--- src/rtl/vblank_update_arbiter.sv ---
// Shares the object-update port among NREQ requesters inside a per-frame vblank window.
// Define ARB_FIXED_PRIORITY_EN to grant the lowest eligible index instead of round-robin.
module vblank_update_arbiter #(
  parameter int NREQ          = 4,
  parameter int WINDOW_CYCLES = 50000,
  parameter int MAX_HOLD      = 4096,
  parameter int CW            = 16
) (
  input  logic            real100clock,
  input  logic            resetN,
  input  logic            frameTick,
  input  logic [NREQ-1:0] req,
  input  logic [NREQ-1:0] done,
  output logic [NREQ-1:0] grant,
  output logic            windowOpen,
  output logic            frameDone,
  output logic [NREQ-1:0] missedMask,
  output logic            overrun
);

  localparam int PW = $clog2(NREQ);

  typedef enum logic [1:0] {IDLE, ARB, GRANT, CLOSE} state_t;

  state_t          state, state_nxt;
  logic            frame_tick_q;
  logic            tick_rise, expiry, done_hit, hold_limit, release_grant;
  logic            pick_valid;
  logic [PW-1:0]   pick_idx;
  logic [NREQ-1:0] eligible, served, served_nxt, grant_nxt, missed_nxt;
  logic [CW-1:0]   win_cnt, win_cnt_nxt, hold_cnt, hold_cnt_nxt;
  logic            window_nxt, overrun_nxt;

  assign tick_rise     = frameTick & ~frame_tick_q;
  assign expiry        = windowOpen && (win_cnt == CW'(1));
  assign eligible      = req & ~served;
  assign done_hit      = |(done & grant);
  assign hold_limit    = (hold_cnt == CW'(MAX_HOLD - 1));
  assign release_grant = (state == GRANT) && !expiry && (done_hit || hold_limit);
  assign frameDone     = (state == CLOSE);

`ifdef ARB_FIXED_PRIORITY_EN
  always_comb begin
    pick_valid = 1'b0;
    pick_idx   = '0;
    for (int i = NREQ - 1; i >= 0; i--) begin
      if (eligible[i]) begin
        pick_valid = 1'b1;
        pick_idx   = PW'(i);
      end
    end
  end
`else
  logic [PW-1:0] rr_ptr, rr_after, hi_idx, lo_idx;
  logic          hi_valid, lo_valid;

  // Lowest eligible index at/after the pointer wins; otherwise wrap to the lowest below it.
  always_comb begin
    hi_valid = 1'b0;
    lo_valid = 1'b0;
    hi_idx   = '0;
    lo_idx   = '0;
    for (int i = NREQ - 1; i >= 0; i--) begin
      if (eligible[i]) begin
        if (i >= int'(rr_ptr)) begin
          hi_valid = 1'b1;
          hi_idx   = PW'(i);
        end else begin
          lo_valid = 1'b1;
          lo_idx   = PW'(i);
        end
      end
    end
    pick_valid = hi_valid | lo_valid;
    pick_idx   = hi_valid ? hi_idx : lo_idx;
  end

  always_comb begin
    rr_after = rr_ptr;
    for (int i = 0; i < NREQ; i++) begin
      if (grant[i]) rr_after = (i == NREQ - 1) ? '0 : PW'(i + 1);
    end
  end

  always_ff @(posedge real100clock or negedge resetN) begin
    if (!resetN)            rr_ptr <= '0;
    else if (release_grant) rr_ptr <= rr_after;
  end
`endif

  always_ff @(posedge real100clock or negedge resetN) begin
    if (!resetN) begin
      state        <= IDLE;
      frame_tick_q <= 1'b1;
      win_cnt      <= '0;
      hold_cnt     <= '0;
      served       <= '0;
      grant        <= '0;
      windowOpen   <= 1'b0;
      missedMask   <= '0;
      overrun      <= 1'b0;
    end else begin
      state        <= state_nxt;
      frame_tick_q <= frameTick;
      win_cnt      <= win_cnt_nxt;
      hold_cnt     <= hold_cnt_nxt;
      served       <= served_nxt;
      grant        <= grant_nxt;
      windowOpen   <= window_nxt;
      missedMask   <= missed_nxt;
      overrun      <= overrun_nxt;
    end
  end

  // Window expiry overrides every state so no update can spill into active video.
  always_comb begin
    state_nxt    = state;
    win_cnt_nxt  = windowOpen ? (win_cnt - CW'(1)) : win_cnt;
    hold_cnt_nxt = hold_cnt;
    served_nxt   = served;
    grant_nxt    = grant;
    window_nxt   = windowOpen;
    missed_nxt   = missedMask;
    overrun_nxt  = overrun;
    if (expiry) begin
      grant_nxt  = '0;
      window_nxt = 1'b0;
      state_nxt  = CLOSE;
    end else begin
      case (state)
        IDLE: begin
          if (tick_rise) begin
            win_cnt_nxt = CW'(WINDOW_CYCLES);
            served_nxt  = '0;
            window_nxt  = 1'b1;
            state_nxt   = ARB;
          end
        end
        ARB: begin
          if (pick_valid) begin
            grant_nxt    = {{(NREQ-1){1'b0}}, 1'b1} << pick_idx;
            hold_cnt_nxt = '0;
            state_nxt    = GRANT;
          end else if (&served) begin
            window_nxt = 1'b0;
            state_nxt  = CLOSE;
          end
        end
        GRANT: begin
          hold_cnt_nxt = hold_cnt + CW'(1);
          if (release_grant) begin
            served_nxt = served | grant;
            grant_nxt  = '0;
            state_nxt  = ARB;
            if (!done_hit) overrun_nxt = 1'b1;
          end
        end
        CLOSE: begin
          missed_nxt = req & ~served;
          state_nxt  = IDLE;
        end
        default: state_nxt = IDLE;
      endcase
    end
  end

endmodule

--- config.mk ---
export PLATFORM = sky130hd
export DESIGN_NAME = vblank_update_arbiter
export DESIGN_NICKNAME = d
export VERILOG_FILES = /design/src/rtl/vblank_update_arbiter.sv
export SDC_FILE = /design/constraint.sdc
export NUM_CORES = 1
export LEC_CHECK = 0
export CAP_MARGIN = 20
export CORE_MARGIN = 2
export CORE_UTILIZATION = 45
export CTS_BUF_LIST = sky130_fd_sc_hd__clkbuf_8
export DETAILED_ROUTE_END_ITERATION = 12
export HOLD_SLACK_MARGIN = 0.02
export PLACE_DENSITY = 0.75
export SLEW_MARGIN = 20
export SYNTH_ARGS = -nofsm -noshare
export SYNTH_HDL_FRONTEND = slang
export SYNTH_SLANG_ARGS = --single-unit
--- constraint.sdc ---
create_clock -name real100clock -period 5.5 [get_ports real100clock]
set_clock_uncertainty 0.15 [all_clocks]
set_input_delay 1.1 -clock real100clock [delete_from_list [all_inputs] [get_ports real100clock]]
set_output_delay 1.1 -clock real100clock [all_outputs]
set_load 0.05 [all_outputs]
==> impl_metrics.tcl <==
set metrics [dict create \
    drtIter0Drc 117 \
    cts_setup_buffers 0 \
    drt_first_pass_iters 4 \
    std_cell_rows 28 \
    power.density_nw_per_um2 480.5 \
    hp-class "reg -> reg" \
    dp.cells 359 \
    slew_viol_final 0 \
    gp_congestion 0.7864 \
    via_per_inst 5.749 \
    async_flop_share_pct 100.0 \
    end_kind "register" \
    synth_ff_type "dfrtp_1" \
    synth.distinct_cells 49 \
    slowest_delay_ps 520 \
    holdPathStages 2 \
    num_io_pins 22 \
    clk_pin_slew_ps 90 \
    die_x_um 80.90 \
    ctsResizeCount 0 \
    syn_nets 289 \
    cp.arrival_ps 3330 \
    slew_headroom_pct 32.56 \
    crit_slowest_cell "a2111o_1" \
    cts.sinks 51 \
    hold_end "missedMask[2]" \
    cts_made_buffers 5 \
    crit_required_ps 5580 \
    postLayoutCoreUtil_pct 52.30 \
    fmax_mhz 307.7 \
    syn_to_final_growth_pct 14.29 \
    clk_latency_ps 310 \
    yosysWarnings 0 \
    syn_area_per_cell_um2 9.677 \
    via_count 2110 \
    clk_path_buf_depth 2 \
    fin_crit_ps 3250 \
    port_buffers 21 \
    reg2reg_depth 5 \
    grt_remaining_overflow 0 \
    synth_area_um2 2661 \
    initial_core_util_pct 45.76 \
    ant_nets 0 \
    path_delay_family "compound AO/OA/AOI/OAI gates" \
    finalHoldViolations 0 \
    wl_per_cell_um 15.32 \
    holdWs_ps 336.1 \
    grt_pass1_wl_um 9591 \
    dpl.hpwl_um 3900 \
    cts_tree "done" \
    stdcell_count 367 \
    status "finished clean" \
    cts_root_buf "clkbuf_8" \
    timing.final.crit_share_pct 59.10 \
    critPathLaunchType "input port" \
    grtUsageTotal_pct 18.57 \
    fin_nets 305 \
    setup_viol_count_final 0 \
    ys_seq_elements 51 \
    fp.coreArea_um2 5816 \
    worstHoldStart "missedMask[2]" \
    yosysTopAreaCell "dfrtp_1" \
    crit_buf_inv 1 \
    dieArea_um2 6545 \
    htree_num_levels 2 \
    die_height_um 80.90 \
    critical_path.cell_chain "clkdlybuf4s50_1, nand2b_1, a41oi_1, o21ai_1, a2111o_1, a21oi_1" \
    drc 0 \
    antenna_cells 0 \
    first_global_vias 2125 \
    netlist.area_leader.share_pct 47.01 \
    grt_max_degree 52 \
    synth-edff-count 0 \
    path_max_fanout 14 \
    setup-tns-final_ps 0 \
    path_class "in -> reg" \
    syn_inst 275 \
    timing.rr.start "win_cnt[10]" \
    drive_gt1_share_pct 8.219 \
    final_common_cell "dfrtp_1" \
    tightest_slew_ps 1003 \
    r2r_slack_ps 2290 \
    maxCapViolations 0 \
    antenna_found_initial 0 \
    final_cell_mix "dfrtp_1 (50), nand2_1 (31), nor2_1 (25)" \
    r2r_end "served[3]" \
    ir_drop_uv 272.2 \
    ys_top_cells_by_area "dfrtp_1 (47%), nand2_1 (4.4%), xnor2_1 (3.6%), nor2_1 (3.5%), or4_1 (2.3%)" \
    totalWireLength_um 5624 \
    cts_hold_buffers 0 \
    rsz0062_at_grt "false" \
    ys_seq_area_share_pct 48.00 \
    p_leak_nw 1.193 \
]
-- metal layers --
metal,GRT usage (%),up-vias,share of wire [%]
met2,33.31,42,49
met3,2.667,4,3.2
met5,0,-,0
met1,23.31,1026,48
met4,5.085,0,0.44
li1,-,1038,-
-- worst min-delay path, cell delays in order (launching register included) --
cell     delay, ps
dfrtp_1        350
nand2_1         50
o21ai_0         60
-- cell usage after synthesis, drive strengths merged, types with 2 or more instances --
master and count:
nor2 25, buf 7, dfrtp 50, a22oi 2, o41ai 4, clkbuf 6
a21oi 11, mux2i 2, a22o 4, nand2b 7, or3 3, xnor2 11
o21bai 5, or4 9, ha 3, nand2 31, inv 5, o211ai 7
or2 3, o21ai 15, mux2 4, nor3 10, o22a 2, nor2b 5
nand3 5, and3 2, o31ai 3, a2111o 4, o22ai 2, nor4 7
a211oi 3, xor2 3, nand4 4
-- cell type report --
type	instances	area (um^2)
Clock buffer	5	68.82
Clock inverter	3	67.56
Fill cell	540	2774
Inverter	5	18.77
Multi-Input combinational cell	206	1303
Sequential cell	51	1277
Tap cell	75	93.84
Timing Repair Buffer	22	212.7
-- per-stage QoR --
step	area, um^2	total power (W)	worst slack [ps]
floorplan	2661	0.0009942	2854
global placement	2905	0.001141	2014
detailed placement	2905	0.001156	1943
CTS	3042	0.001471	2260
global route	3042	0.001555	2081
finish	3042	0.001462	2250
-- registers in the layout, indices dropped and copies added, names as in the netlist --
signal        cells
frame_tick_q      1
grant             4
hold_cnt         16
missedMask        4
overrun           1
rr_ptr            2
served            4
state             2
win_cnt          16
windowOpen        1
-- power by group --
part           internal, W  leakage [nW]  switching, W
logic             0.000227         0.490      0.000349
registers         0.000467         0.639      0.000109
clock network     0.000181        0.0644      0.000128
-- worst max-delay path by stage --
stage | slack [ps] | depth (start not counted) | end | start
global route | 2080 | 6 | hold_cnt[9] | req[2]
detailed placement | 1940 | 6 | hold_cnt[15] | req[2]
CTS | 2260 | 6 | hold_cnt[15] | req[2]
finish | 2250 | 6 | hold_cnt[15] | req[2]
floorplan | 2850 | 7 | grant[0] | win_cnt[4]
global placement | 2010 | 6 | hold_cnt[9] | req[2]
-- cell families after synthesis --
logic type / count (synthesis) / synth area share, %
compound gates: 69 / 18.71
xor+xnor: 14 / 4.608
fa+ha+maj: 3 / 1.411
buf+inv: 18 / 3.291
flops: 51 / 48.00
mux: 6 / 2.445
simple gates: 114 / 21.53
(Power assumes the default switching activity.)
